===== src/rtl/rca_seq_pkg.sv =====
// rca_seq_pkg: shared types and constants for the sequential ripple-carry adder
package rca_seq_pkg;
  typedef enum logic [1:0] {IDLE, RUN, DONE} rca_seq_state_t;
  localparam int SLICE_W = 2;
endpackage


===== src/rtl/fulladder2.sv =====
// fulladder2: 2-bit ripple full adder slice built from two chained full adders
module fulladder2 (
  input  logic [1:0] a,
  input  logic [1:0] b,
  input  logic       cin,
  output logic [1:0] s,
  output logic       cout
);
  logic c1;
  assign s[0] = a[0] ^ b[0] ^ cin;
  assign c1   = (a[0] & b[0]) | (cin & (a[0] ^ b[0]));
  assign s[1] = a[1] ^ b[1] ^ c1;
  assign cout = (a[1] & b[1]) | (c1 & (a[1] ^ b[1]));
endmodule


===== src/rtl/rca_seq_ctrl.sv =====
// rca_seq_ctrl: WIDTH-bit add with carry done 2 bits per cycle on one fulladder2 slice
module rca_seq_ctrl
  import rca_seq_pkg::*;
#(
  parameter int WIDTH = 32
) (
  input  logic             clk,
  input  logic             rst,
  input  logic             in_valid,
  output logic             in_ready,
  input  logic [WIDTH-1:0] a,
  input  logic [WIDTH-1:0] b,
  input  logic             cin,
  output logic             out_valid,
  input  logic             out_ready,
  output logic [WIDTH-1:0] sum,
  output logic             cout,
  output logic             ovf
);
  localparam int STEPS = WIDTH / SLICE_W;
  localparam int CW = (STEPS > 1) ? $clog2(STEPS) : 1;
  rca_seq_state_t state, nxt;
  logic [CW-1:0] cnt;
  logic [WIDTH-1:0] a_sh, b_sh, sum_sh;
  logic carry, a_msb, b_msb, last;
  logic [SLICE_W-1:0] fa_s;
  logic fa_co;
  assign last = cnt == CW'(STEPS - 1);
  fulladder2 u_fa (
    .a   (a_sh[SLICE_W-1:0]),
    .b   (b_sh[SLICE_W-1:0]),
    .cin (carry),
    .s   (fa_s),
    .cout(fa_co)
  );
  // state register
  always_ff @(posedge clk) begin
    state <= rst ? IDLE : nxt;
  end
  // next state: accept in IDLE, finish after the last slice step, hand off in DONE
  always_comb begin
    nxt = (state == IDLE) ? (in_valid ? RUN : IDLE) :
          (state == RUN)  ? (last ? DONE : RUN) :
          (state == DONE) ? (out_ready ? IDLE : DONE) : IDLE;
  end
  // datapath: capture operands, then shift one slice per cycle; sum fills from the top
  always_ff @(posedge clk) begin
    if (rst) begin
      a_sh   <= '0;
      b_sh   <= '0;
      sum_sh <= '0;
      carry  <= 1'b0;
      a_msb  <= 1'b0;
      b_msb  <= 1'b0;
      cnt    <= '0;
    end else if (state == IDLE && in_valid) begin
      a_sh   <= a;
      b_sh   <= b;
      carry  <= cin;
      a_msb  <= a[WIDTH-1];
      b_msb  <= b[WIDTH-1];
      cnt    <= '0;
    end else if (state == RUN) begin
      a_sh   <= a_sh >> SLICE_W;
      b_sh   <= b_sh >> SLICE_W;
      sum_sh <= (sum_sh >> SLICE_W) | (WIDTH'(fa_s) << (WIDTH - SLICE_W));
      carry  <= fa_co;
      cnt    <= last ? cnt : cnt + 1'b1;
    end
  end
  // outputs are decoded from state only, and results are masked unless presented
  always_comb begin
    in_ready  = state == IDLE;
    out_valid = state == DONE;
    sum       = out_valid ? sum_sh : '0;
    cout      = out_valid & carry;
    ovf       = out_valid & (a_msb == b_msb) & (sum_sh[WIDTH-1] != a_msb);
  end
endmodule


===== config.mk =====
export PLATFORM = sky130hd
export DESIGN_NAME = rca_seq_ctrl
export DESIGN_NICKNAME = d
export VERILOG_FILES = /design/src/rtl/rca_seq_pkg.sv /design/src/rtl/fulladder2.sv /design/src/rtl/rca_seq_ctrl.sv
export SDC_FILE = /design/constraint.sdc
export NUM_CORES = 1
export LEC_CHECK = 0
export ABC_CLOCK_PERIOD_IN_PS = 1900
export CAP_MARGIN = 30
export CORE_ASPECT_RATIO = 1.75
export CORE_MARGIN = 2
export CORE_UTILIZATION = 40
export DETAILED_ROUTE_END_ITERATION = 10
export HOLD_SLACK_MARGIN = 0.15
export PLACE_DENSITY_LB_ADDON = 0.15
export SKIP_LAST_GASP = 1
export SLEW_MARGIN = 40
export SYNTH_ARGS = -nofsm -noshare
export SYNTH_HDL_FRONTEND = slang
export SYNTH_SLANG_ARGS = --single-unit

===== constraint.sdc =====
create_clock -name clk -period 1.9 [get_ports clk]
set_clock_uncertainty 0.05 [all_clocks]
set_input_delay 0.38 -clock clk [delete_from_list [all_inputs] [get_ports clk]]
set_output_delay 0.38 -clock clk [all_outputs]
set_load 0.01 [all_outputs]

Word level (Yosys, flattened, before mapping)
Cells that the tools add are included.
{"block": "op_classes", "n_mux": 13, "bitwise_logic": 16, "eq_ne": 5, "reduce_logical": 6, "add_sub_neg": 1}
{"cell": "$mux 32", "n": 5}
{"cell": "$or 30x32->32", "n": 1}
{"cell": "$mux 2", "n": 5}
{"cell": "$and 1x1->1", "n": 7}
{"cell": "$add 4x1->4 const B", "n": 1}
{"cell": "$eq 4x4->1 const B", "n": 1}
{"cell": "$reduce_and 2->1", "n": 2}
{"cell": "$xor 1x1->1", "n": 4}
{"cell": "$mux 1", "n": 3}
{"cell": "$eq 2x1->1 const B", "n": 1}
{"cell": "$eq 2x2->1 const B", "n": 1}
{"cell": "$logic_not 2->1", "n": 1}
{"cell": "$not 1->1", "n": 2}
{"cell": "$or 1x1->1", "n": 2}
{"cell": "$reduce_bool 2->1", "n": 1}
{"cell": "$reduce_or 2->1", "n": 1}
{"cell": "$eq 1x1->1", "n": 1}
{"cell": "$logic_and 1x1->1", "n": 1}
{"cell": "$ne 1x1->1", "n": 1}
{"block": "word_totals", "wordCells": 49, "register_bits": 105, "input_bits": 69}

Depth between registers and ports, before layout
{"block": "depth", "ltp_word": 7, "mapped_depth": 6}

Modules after synthesis
From an unflattened synthesis, not the netlist that was laid out.
{"block": "unflattened", "hier_cells": 521, "hier_area_um2": 4259.1}
{"module": "rca_seq_ctrl", "cells_per_inst": 511, "instances": 1, "area_each_um2": 4189.0, "seq_area_each_um2": 2102.0}
{"module": "fulladder2", "cells_per_inst": 10, "instances": 1, "area_each_um2": 70.1, "seq_area_each_um2": 0.0}

Worst setup path after synthesis
No wires, ideal clock.
{"block": "synth_timing", "path_type": "register to output", "startpoint": "register state[1]", "endpoint": "output sum[22]", "t_required_ns": 1.470, "t_arrival_ns": 1.134, "stages_incl_launch_ff": 5, "setup_slack_ns": 0.336, "path_cell_list": "dfxtp_1 nand2b_1 inv_1 clkbuf_1 and2_1"}
{"block": "synth_between", "elab_chain_len": 2}
{"item": "from (decl)", "line_no": "rca_seq_ctrl.sv:22", "text": "rca_seq_state_t state, nxt;"}
{"item": "from (signal assigned)", "line_no": "rca_seq_ctrl.sv:38", "text": "state <= rst ? IDLE : nxt;"}
{"item": "$eq 2x2->1", "line_no": "rca_seq_ctrl.sv:74", "text": "out_valid = state == DONE;"}
{"item": "via out_valid", "line_no": "rca_seq_ctrl.sv:14", "text": "output logic out_valid,"}
{"item": "$mux 32", "line_no": "rca_seq_ctrl.sv:75", "text": "sum = out_valid ? sum_sh : '0;"}
{"item": "to (decl)", "line_no": "rca_seq_ctrl.sv:16", "text": "output logic [WIDTH-1:0] sum,"}
The timed path passes the listed nets, and every way through them passes these cells.

Worst setup path after layout
{"block": "layout_timing", "startpoint": "register state[0]", "endpoint": "output sum[24]"}
{"block": "layout_between", "elab_chain_len": 2}
{"item": "$eq 2x2->1", "line_no": "rca_seq_ctrl.sv:74"}
{"item": "$mux 32", "line_no": "rca_seq_ctrl.sv:75"}
Every way passes these cells.

==> impl_metrics.yaml <==
sta:
  fmax_mhz: 542
  rsz0062_at_grt: "true"
  finalMaxSlewViolations: 0
  timing.hold.ws_ns: 0.404
  slew_headroom_pct: 62.1
  timing.final.ws_setup_ns: 0.0562
  worst-slew-pin-transition_ns: 0.568
  fin_crit_sh_pct: 97.0
  report.final.setup_viol: 0
  hold_viol_final: 0
  final_period_minus_worst_setup_slack_ns: 1.84
floorplan:
  boundaryPins: 105
  dieArea_um2: 12100
  standard_cell_rows: 51
  start_util_pct: 40.7
  fp.dieH_um: 144
  die_span_in_x_um: 84.1
  floorplan.core_area_um2: 11000
critical_path:
  worstSetupEndpointType: "primary output"
  arrival_ns: 1.41
  rrSetupSlack_ns: 0.28
  timing.reg2reg.worst_path_depth: 5
  path_max_fanout: 17
  start_kind: "flop"
  required_worst_endpoint_ns: 1.47
  reg2reg_from: "state[1]"
  worstReg2RegEnd: "cnt[1]"
  worst_setup_path_type: "reg -> out"
power_and_ir_drop:
  power.share.clock_pct: 38.2
  power_per_cell_area_nw_per_um2: 819
  leakagePower_uw: 0.00206
  share_seq_of_total_power_pct: 48.9
  ir_drop_mv: 0.525
  switching_share_pct: 24.3
  p_comb_share_pct: 13.0
  sw_pwr_uw: 1180
  internal_power_consumption_uw: 3660
  report.power.total_uw: 4840
synth:
  ys_top_cells_by_area: "dfxtp_1, nand2_1, a21oi_1, a22oi_1, a22oi_2"
  asyncSetResetFlopFracSynth_pct: 0
  count_of_flip_flops_with_a_built_in_enable_after_synthesis: 0
  synth_seq_area_share_pct: 46.8
  synth.most_common_cell: "nand2_1"
  synth-seq-cells: 105
  yosys.area_share.xor_xnor_pct: 0
  yosysWarningCount: 0
  netlist_instances: 516
  postSynthAreaPerCell_um2: 8.71
  ys_types: 32
  synthAdderAreaFrac_pct: 1.17
  synth_area_leader_cell: "dfxtp_1"
  synth-main-ff-cell: "dfxtp_1"
  post_synth_and_or_nand_nor_area_fraction_pct: 18.6
  synthDominantCellAreaShare_pct: 46.8
  post_synth_most_frequent_cells: "nand2_1, dfxtp_1, a21oi_1, a22oi_1, and2_1"
  synth_compound_gate_area_share_pct: 26.8
  synthesis.area_um2: 4490
  synth_mux_area_share_pct: 0
  largest_family_of_logic_cells_by_synthesized_area: "compound AO/OA/AOI/OAI gates"
  post_synthesis_net_count: 588
clocking:
  clk_root_buffer_cell: "clkbuf_16"
  cts_inserted_buffers: 9
  clock_tree_from_tritoncts: "built"
  post_cts.repair.setup_buffers: 0
  cts.path.max_buffers: 2
  worst_skew_pair.late_latency_ns: 0.34
  clk_transition_reported_paths_ns: 0.07
  htree_num_levels: 3
  cts_num_sinks: 105
  holdBufCountCts: 0
layout:
  finish.utilization_pct: 53.6
  area.growth.synth_to_final_pct: 31.5
  n_antenna_cell: 0
  layout.nets: 676
  share_of_layout_cells_above_drive_strength_1_pct: 15.9
  final_cell_count_no_fill: 741
global_route:
  grt_first_pass_wirelength_um: 17500
  grt_pass1_vias: 3748
  grt_max_degree: 62
  number_of_antenna_violations_at_the_first_check_in_global_routing: 0
  global_route.overflow_total: 0
  gr-usage-all-layers_pct: 17.8
detailed_routing:
  drt_wl_total_um: 10700
  viasPerCell: 5.13
  detail_route.drc_violations: 0
  ant_nets: 0
  number_of_vias_after_detailed_routing: 3804
  first_pass_iters: 4
  first_iter_violations: 217
  routedWlPerCell_um: 14.4
hold_path:
  hold_path.class: "reg -> reg"
  timing.hold.worst.start: "sum_sh[1]"
  hold-path-endpoint: "sum_sh[1]"
  holdPathStages: 2
run_status:
  run_status: "finished clean"
placed_design:
  portBuffers: 104
  detailedPlacementHpwl_um: 7170
  globalplace.congestion: 0.710
  placement.setup.worst_slack_ns: 0.0310
  placed_cells_incl_taps: 724
flow_run:
  maxCapViolCount: 0
-- cell type report --
class / count / area (µm²)
Sequential cell: 105 / 2100
Timing Repair Buffer: 121 / 1200
Clock buffer: 11 / 243
Clock inverter: 5 / 55.1
Multi-Input combinational cell: 360 / 2120
Inverter: 7 / 28.8
Tap cell: 132 / 165
Fill cell: 1040 / 5130
-- worst max-delay path by stage --
stage / from / endpoint / slack, ns
finish: state[0] / sum[24] / 0.06
global route: state[0] / sum[0] / -0.01
CTS: state[0] / sum[0] / -0.09
detailed placement: in_valid / a_sh[12] / 0.03
global placement: in_valid / a_sh[12] / 0.05
floorplan: state[1] / sum[22] / 0.34
-- state kept, by name, summed over array words and instances, names as in the netlist --
| signal | count |
|---|---|
| b_msb | 1 |
| state | 2 |
| cnt | 4 |
| a_msb | 1 |
| a_sh | 32 |
| sum_sh | 32 |
| b_sh | 32 |
| carry | 1 |
-- per-layer routing --
| layer | vias up | global-route usage (%) | routed length, µm |
|---|---|---|---|
| li1 | 1940 | - | - |
| met1 | 1755 | 20.1 | 4400 |
| met2 | 94 | 32.7 | 5640 |
| met3 | 15 | 3.08 | 429 |
| met4 | 0 | 7.64 | 219 |
| met5 | - | 0 | 0 |
-- cells by family (layout without fill, tap and decap cells) --
family	Yosys count	count (layout)
DFF	105	105
adders and majority gates	3	3
buffers and inverters	51	144
and+or+nand+nor	186	186
AOI/OAI and AO/OA	171	171
-- per-stage QoR --
step / cell area (µm²) / TNS (ns)
2_1_floorplan: 4490 / 0
3_3_place_gp: 5650 / 0
3_5_place_dp: 5650 / 0
4_1_cts: 5900 / -0.119
5_1_grt: 5910 / -0.0250
6_report: 5910 / 0
-- repair_timing --
item	in CTS	in global routing
gates resized for setup	81	20
cloned	1	0
setup endpoints to repair	36	27
-- power by group through the flow --
stage | clock (µW) | combinational (µW) | sequential [µW]
after global routing | 1980 | 688 | 2380
final | 1850 | 628 | 2370
after floorplan | 0 | 400 | 2400
after detailed placement | 0 | 633 | 2420
after global placement | 0 | 621 | 2410
after CTS | 1880 | 633 | 2370
-- critical path, cell delays in order, from the launching register on --
cell           delay (ns)
dfxtp_2              0.33
nand2b_4             0.14
inv_4                0.05
buf_12               0.14
and2_1               0.15
dlygate4sd2_1        0.27
-- cell usage in the layout (no fill, tap or decap), types with 2 or more instances in the layout --
master | netlist | layout
a22oi_1 | 40 | 40
a21oi_2 | 20 | 20
nand2_1 | 131 | 131
clkbuf_16 | 0 | 9
dlygate4sd2_1 | 0 | 5
buf_12 | 0 | 7
inv_1 | 7 | 6
dfxtp_1 | 105 | 103
o21ai_0 | 2 | 2
buf_2 | 15 | 14
or3_1 | 2 | 2
clkdlybuf4s50_1 | 0 | 67
fa_1 | 2 | 2
nand3_1 | 5 | 5
a22oi_2 | 20 | 20
and2_1 | 33 | 33
nor2_1 | 6 | 6
buf_4 | 2 | 10
a211oi_1 | 5 | 5
clkinv_2 | 0 | 2
dfxtp_2 | 0 | 2
clkdlybuf4s15_1 | 0 | 16
a21oi_1 | 80 | 80
clkinvlp_4 | 0 | 2
Note: power is estimated with default switching activity, not from simulation.
